<file path="src/rtl/iseq_src_arbiter_pkg.sv">
// Shared encodings for the instruction-sequence source arbiter: FSM states and source IDs.
package iseq_src_arbiter_pkg;

   typedef enum logic [2:0] {
      ARB_IDLE      = 3'd0,
      ARB_APP_XFER  = 3'd1,
      ARB_MNT_XFER  = 3'd2,
      ARB_COMMIT    = 3'd3,
      ARB_WAIT_DISP = 3'd4
   } arb_state_t;

   typedef enum logic {
      SRC_APP = 1'b0,
      SRC_MNT = 1'b1
   } src_t;

endpackage

</file>
<file path="src/rtl/iseq_src_arbiter.sv">
// Grants whole instruction sequences from the host stream or maintenance handler, steers words
// alternately into the two instruction FIFOs, then waits for the dispatcher to drain them.
module iseq_src_arbiter
   import iseq_src_arbiter_pkg::*;
#(
   parameter int IW             = 32,
   parameter int MAX_MNT_STREAK = 4,
   parameter int CNT_W          = 16
) (
   input  logic             clk,
   input  logic             rst,
   input  logic             app_en,
   input  logic             app_last,
   input  logic [IW-1:0]    app_instr,
   output logic             app_ack,
   input  logic             mnt_en,
   input  logic             mnt_last,
   input  logic [IW-1:0]    mnt_instr,
   output logic             mnt_ack,
   output logic             instr0_fifo_en,
   output logic             instr1_fifo_en,
   output logic [IW-1:0]    instr_fifo_data,
   input  logic             instr0_fifo_full,
   input  logic             instr1_fifo_full,
   input  logic             dispatcher_busy,
   output logic             process_iseq,
   output logic             grant_app,
   output logic             grant_mnt,
   output logic [CNT_W-1:0] app_seq_cnt,
   output logic [CNT_W-1:0] mnt_seq_cnt
);

   localparam int             SW         = $clog2(MAX_MNT_STREAK + 1);
   localparam logic [SW-1:0]  STREAK_MAX = SW'(MAX_MNT_STREAK);

   arb_state_t        state, state_nxt;
   src_t              src;
   logic              slot;
   logic              busy_seen;
   logic [SW-1:0]     mnt_streak;

   logic              tgt_full;
   logic              app_ack_c, mnt_ack_c, wr_c;
   logic [IW-1:0]     wr_data_c;

   // NOTE: every always_comb output gets a default first so no path leaves it unassigned (no latch).
   always_comb begin
      state_nxt = state;
      tgt_full  = slot ? instr1_fifo_full : instr0_fifo_full;
      app_ack_c = 1'b0;
      mnt_ack_c = 1'b0;
      wr_c      = 1'b0;
      wr_data_c = '0;
      unique case (state)
         ARB_IDLE: begin
            if (mnt_en && (!app_en || mnt_streak < STREAK_MAX))
               state_nxt = ARB_MNT_XFER;
            else if (app_en)
               state_nxt = ARB_APP_XFER;
         end
         ARB_APP_XFER: begin
            if (app_en && !tgt_full) begin
               app_ack_c = 1'b1;
               wr_c      = 1'b1;
               wr_data_c = app_instr;
               if (app_last) state_nxt = ARB_COMMIT;
            end
         end
         ARB_MNT_XFER: begin
            if (mnt_en && !tgt_full) begin
               mnt_ack_c = 1'b1;
               wr_c      = 1'b1;
               wr_data_c = mnt_instr;
               if (mnt_last) state_nxt = ARB_COMMIT;
            end
         end
         ARB_COMMIT:    state_nxt = ARB_WAIT_DISP;
         ARB_WAIT_DISP: if (busy_seen && !dispatcher_busy) state_nxt = ARB_IDLE;
         default:       state_nxt = ARB_IDLE;
      endcase
   end

   // Combinational outputs are forced low while reset is asserted so nothing leaks into the FIFOs.
   assign app_ack         = rst & app_ack_c;
   assign mnt_ack         = rst & mnt_ack_c;
   assign instr0_fifo_en  = rst & wr_c & ~slot;
   assign instr1_fifo_en  = rst & wr_c &  slot;
   assign instr_fifo_data = rst ? wr_data_c : '0;
   assign grant_app       = rst & (state == ARB_APP_XFER);
   assign grant_mnt       = rst & (state == ARB_MNT_XFER);
   assign process_iseq    = rst & (state == ARB_COMMIT);

   // NOTE: sequential state uses non-blocking assignments so every register samples pre-edge values.
   always_ff @(posedge clk) begin
      if (!rst) begin
         state      <= ARB_IDLE;
         src        <= SRC_APP;
         slot       <= 1'b0;
         busy_seen  <= 1'b0;
         mnt_streak <= '0;
      end else begin
         state <= state_nxt;
         if (state == ARB_IDLE && state_nxt != ARB_IDLE) begin
            slot <= 1'b0;
            src  <= (state_nxt == ARB_MNT_XFER) ? SRC_MNT : SRC_APP;
         end else if (wr_c) begin
            slot <= ~slot;
         end
         if (state == ARB_COMMIT) begin
            busy_seen <= 1'b0;
            if (src == SRC_APP)
               mnt_streak <= '0;
            else if (mnt_streak != STREAK_MAX)
               mnt_streak <= mnt_streak + SW'(1);
         end else if (state == ARB_WAIT_DISP && dispatcher_busy) begin
            busy_seen <= 1'b1;
         end
      end
   end

   // Completed-sequence counters saturate at all-ones rather than wrapping.
   always_ff @(posedge clk) begin
      if (!rst) begin
         app_seq_cnt <= '0;
         mnt_seq_cnt <= '0;
      end else if (state == ARB_COMMIT) begin
         if (src == SRC_APP && app_seq_cnt != '1) app_seq_cnt <= app_seq_cnt + CNT_W'(1);
         if (src == SRC_MNT && mnt_seq_cnt != '1) mnt_seq_cnt <= mnt_seq_cnt + CNT_W'(1);
      end
   end

endmodule
</file>
<file path="config.mk">
export PLATFORM = sky130hd
export DESIGN_NAME = iseq_src_arbiter
export DESIGN_NICKNAME = d
export VERILOG_FILES = /design/src/rtl/iseq_src_arbiter_pkg.sv /design/src/rtl/iseq_src_arbiter.sv
export SDC_FILE = /design/constraint.sdc
export NUM_CORES = 1
export LEC_CHECK = 0
export ABC_AREA = 1
export BUFFER_PORTS_ARGS = -buffer_cell sky130_fd_sc_hd__buf_2
export CELL_PAD_IN_SITES_DETAIL_PLACEMENT = 0
export CELL_PAD_IN_SITES_GLOBAL_PLACEMENT = 2
export CORE_MARGIN = 8
export CORE_UTILIZATION = 21
export DETAILED_ROUTE_END_ITERATION = 7
export PLACE_DENSITY = 0.75
export REMOVE_ABC_BUFFERS = 1
export SLEW_MARGIN = 5
export SYNTH_ARGS = -nofsm -noshare
export SYNTH_HDL_FRONTEND = slang
export SYNTH_SLANG_ARGS = --single-unit
</file>
<file path="constraint.sdc">
create_clock -name clk -period 1.55 [get_ports clk]
set_input_delay 0.3875 -clock clk [delete_from_list [all_inputs] [get_ports clk]]
set_output_delay 0.3875 -clock clk [all_outputs]
set_load 0.1 [all_outputs]
</file>
-- Word level (Yosys, flattened, before mapping)
Cells that the tools add are included.
- $add $sub $neg: 3
- magnitude comparators: 1
- eq/ne operators: 9
- multiplexer cells: 21
- bitwise gates (word level): 11
- reduce and logical (&&, ||, !) cells: 19
- operator list (kind ; number):
    32-bit 2-to-1 mux ; 3
    32-bit case mux with 2 select lines ; 1
    16-bit by 1-bit adder with 16-bit output (second input constant) ; 2
    16-bit inequality test (second input constant) ; 2
    3-bit 2-to-1 mux ; 9
    3-bit case mux with 5 select lines ; 1
    3-bit by 2-bit equality test with 1-bit output (second input constant) ; 3
    1-bit AND ; 8
    1-bit logical AND ; 8
    1-bit 2-to-1 mux ; 6
    2-bit AND reduction ; 3
    2-bit OR reduction ; 2
    3-bit by 1-bit adder with 3-bit output (second input constant) ; 1
    3-bit by 1-bit equality test with 1-bit output (second input constant) ; 1
    3-bit equality test (second input constant) ; 1
    1-bit zero test ; 3
    3-bit zero test ; 1
    3-bit < comparator (second input constant) ; 1
    3-bit inequality test (second input constant) ; 1
    1-bit inverter ; 3
    3-bit nonzero test ; 1
    2-bit by 1-bit inequality test with 1-bit output (second input constant) ; 1
    1-bit case mux with 2 select lines ; 1
    1-bit logical OR ; 1
- register bits after elaboration: 41
- input bits: 73
- output and inout port bits: 71
- logic and storage cells: 71

-- Logic depth before layout (Yosys ltp)
- word-level depth: 8
- depth in mapped cells: 10
- gate-level depth less buffers: 10

-- Worst setup path before layout
OpenSTA, ideal clock, no wires.
- kind: register to output
- start point: register state[0]
- end point: output instr_fifo_data[10]
- arrival: 2.347 ns
- required time: 1.162 ns
- setup slack: -1.185 ns
- stages on the path, launching flop included: 8
- buffers on the path: 1
- cell sequence: dfxtp_1 > inv_1 > nor3_2 > nand3_1 > inv_2 > buf_2 > a22oi_1 > nor2_1
- cells in the longest elaborated chain, start to end: 3
- elaborated cells between the ends (all ways): 4
- those cells by class: eq/ne: 2; mux: 2
- RTL lines (item ; line ; text):
    from (decl) ; iseq_src_arbiter.sv:36 ; arb_state_t state, state_nxt;
    from (signal assigned) ; iseq_src_arbiter.sv:102 ; state <= state_nxt;
    3-bit by 2-bit equality test with 1-bit output or 3-bit by 1-bit equality test with 1-bit output (tied branches) ; iseq_src_arbiter.sv:54 ; unique case (state)
    32-bit case mux with 2 select lines * ; iseq_src_arbiter.sv:54 ;
    32-bit 2-to-1 mux * ; iseq_src_arbiter.sv:88 ; assign instr_fifo_data = rst ? wr_data_c : '0;
    to (decl) ; iseq_src_arbiter.sv:22 ; output logic [IW-1:0] instr_fifo_data,
Every way passes the cells marked *; elsewhere a longest branch is shown, timed or not.

-- Worst setup path in the final report
- start point: register state[1]
- end point: output instr_fifo_data[5]
Same word-level chain as after synthesis.

==> flow_summary.yaml <==
status:
  status: "finished with violations"
  violations: "negative setup slack"
clocking:
  cts_hold_buffers: 0
  clkSinkCount: 41
  cts-buffers-inserted: 5
  clk_pin_slew_ns: 0.06
  cts_buffer_depth: 2
  htree_num_levels: 2
  cts.root.buffer_cell: "clkbuf_16"
  cts_tree: "built"
  clk_latency_ns: 0.28
synth:
  yosysMostFrequentCell: "nand2_1"
  ys_ff_latch: 41
  synth-seq-area-share_pct: 27.2
  async_reset_ff_share_pct: 0
  ys_types: 32
  ys.flop_type: "dfxtp_1"
  synthTopCellsByCount: "124 x nand2_1, 89 x nor2_1, 41 x dfxtp_1"
  yosys-top-cells-area: "dfxtp_1 27%, nand2_1 15%, nor2_1 11%"
  post-synth-top-area-cell: "dfxtp_1"
  synth_top_area_share_pct: 27.2
  postSynthAreaPerCell_um2: 6.33
  syn_inst: 477
  synth_edf_count: 0
  yosysWarningCount: 0
  syn_area_um2: 3020
grt:
  grt-ovfl-total: 0
  grt_pass1_vias: 3916
  grt_pass1_wl_mm: 19.2
  grt_max_degree: 34
  grt_usage_pct: 12.9
  antenna_found_initial: 0
worst_setup_path:
  path_class: "flip-flop to output port"
  startpoint_type: "flip-flop"
  critPathRequiredTime_ns: 1.16
  crit_path_max_fanout: 26
  end_kind: "output port"
  r2r-end: "app_seq_cnt[6]"
  arrival_ns: 1.75
  cp-startpoint: "state[1]"
  timing.rr.start: "app_seq_cnt[1]"
  reg2reg_setup_slack_ns: 0.05
  r2r.worst_path.cells: 9
placement:
  dp_hpwl_mm: 9.82
  io_buffers: 143
  routabilityCongestion: 0.752
  placedInstanceArea_um2: 5400
routing:
  vias: 3837
  drt-total-wl_mm: 12.5
  vias_per_cell: 4.45
  drcViolationCount: 0
  drt_iter0_markers: 197
  wl_per_cell_um: 14.5
  ant_nets: 0
  drtPass1Iterations: 4
power_and_ir_drop:
  intPower_mw: 2.01
  p_leak_nw: 2.40
  finalPower_mw: 3.00
  peakVddDrop_mv: 0.335
  p_seq_share_pct: 36.6
  switchingPower_mw: 0.988
  swShare_pct: 32.9
  power.density_nw_per_um2: 506
  power_frac_clock_pct: 34.3
  comb_power_share_pct: 29.1
sta:
  setup_viol: 39
  tightest_slew_ns: 0.438
  maxSlewViolCount: 0
  whs_ns: 0.367
  rsz0062_at_grt: "true"
  relSlewSlack_pct: 70.7
  fin_crit_sh_pct: 138
  max_freq_mhz: 468
  hold_violations: 0
  finClkSkew_ns: 0.00437
  fin_crit_ns: 2.14
  finalWorstSetupSlack_ns: -0.588
worst_hold_path:
  hold_depth: 3
  holdCritStartpoint: "dispatcher_busy"
  holdPathEnd: "busy_seen"
  hp-class: "input pin to flip-flop"
layout:
  areaGrowthSynthToFinish_pct: 96.6
  stdcell_area_um2: 5930
  drive_gt1_share_pct: 44.6
  nets: 753
floorplanning:
  io_pins: 144
  die_w_um: 136
  die_area_um2: 18500
  start_util_pct: 21.1
  die_h_um: 136
  core_um2: 14300
  rows: 44
run:
  maxCapViolCount: 0
-- cell type report --
cell class	count	area (µm²)
sequential	41	836
clock buffer	6	129
inverter	44	180
timing repair buffer	210	2400
multi-input combinational	374	2140
tap	184	230
fill	1481	8380
clock inverter	2	10.0
antenna	1	2.50
-- timing repair --
action                     in CTS  in global routing
gates cloned                    1                  3
pin swaps                       3                 13
buffers inserted                4                  4
gates resized for setup        25                 65
setup endpoints to repair      39                 68
-- state kept, by name, summed over array words and instances (netlist names) --
register / count
app_seq_cnt: 16
busy_seen: 1
mnt_seq_cnt: 16
mnt_streak: 3
slot: 1
src: 1
state: 3
-- worst max-delay path, cell delays in order, from the launching register on --
cell,delay [ns]
dfxtp_4,0.37
nor3_4,0.23
nand3_2,0.12
inv_2,0.10
buf_12,0.17
a22oi_1,0.08
nor2_1,0.19
buf_12,0.21
-- worst max-delay path by stage --
| stage | to | slack [ns] |
|---|---|---|
| 2_1_floorplan | app_ack | -1.95 |
| 3_3_place_gp | instr_fifo_data[22] | -0.34 |
| 3_5_place_dp | instr_fifo_data[22] | -0.35 |
| 4_1_cts | instr_fifo_data[22] | -0.59 |
| 5_1_grt | instr_fifo_data[5] | -0.68 |
| 6_report | instr_fifo_data[5] | -0.59 |
-- per-stage QoR --
stage	setup TNS (ns)	utilization, %	instances	setup WS, ns
after floorplan	-101.43	-	457	-1.95
after global placement	-11.25	37.7	844	-0.338
after detailed placement	-11.45	37.7	844	-0.352
after CTS	-20.29	39.5	857	-0.592
after global routing	-22.80	41.4	861	-0.678
final	-19.49	41.4	862	-0.588
-- power groups by stage --
stage / Combinational, mW / Clock (mW) / Sequential (mW)
2_1_floorplan: 0.373 / 0 / 1.14
3_3_place_gp: 0.776 / 0 / 1.11
3_5_place_dp: 0.781 / 0 / 1.11
4_1_cts: 0.827 / 1.06 / 1.09
5_1_grt: 0.928 / 1.12 / 1.10
6_report: 0.875 / 1.03 / 1.10
-- placed cells by master, fill, tap and decap left out, types with 6 or more instances in the layout --
master     count
nor2_1        63
inv_1         34
a21oi_1       22
nor2_2        18
nand4_1       12
dfxtp_2        6
buf_6          8
xor2_1         7
clkbuf_16      6
a22oi_1       30
buf_4         53
nand2_4        6
nor2_4        11
o21ai_0        9
buf_12        75
buf_2         72
inv_2          6
nand3_1       28
dfxtp_1       33
nand2_1      120
a21oi_2       10
nand2_2        7
-- metal layers --
metal	wire, µm	GRT usage (%)	up-vias
li1	-	-	1963
met1	5070	14.4	1723
met3	1540	6.95	4
met2	5860	21.6	147
met4	54	2.26	0
met5	0	0	-
-- cell families after synthesis --
logic type | count (synthesis) | share of synthesized area [%]
compound gates | 78 | 16.7
fa+ha+maj | 4 | 1.66
xor+xnor | 10 | 2.90
buf+inv | 64 | 9.49
simple gates | 280 | 42.0
flops | 41 | 27.2
Note: power is estimated with default switching activity, not from simulation.
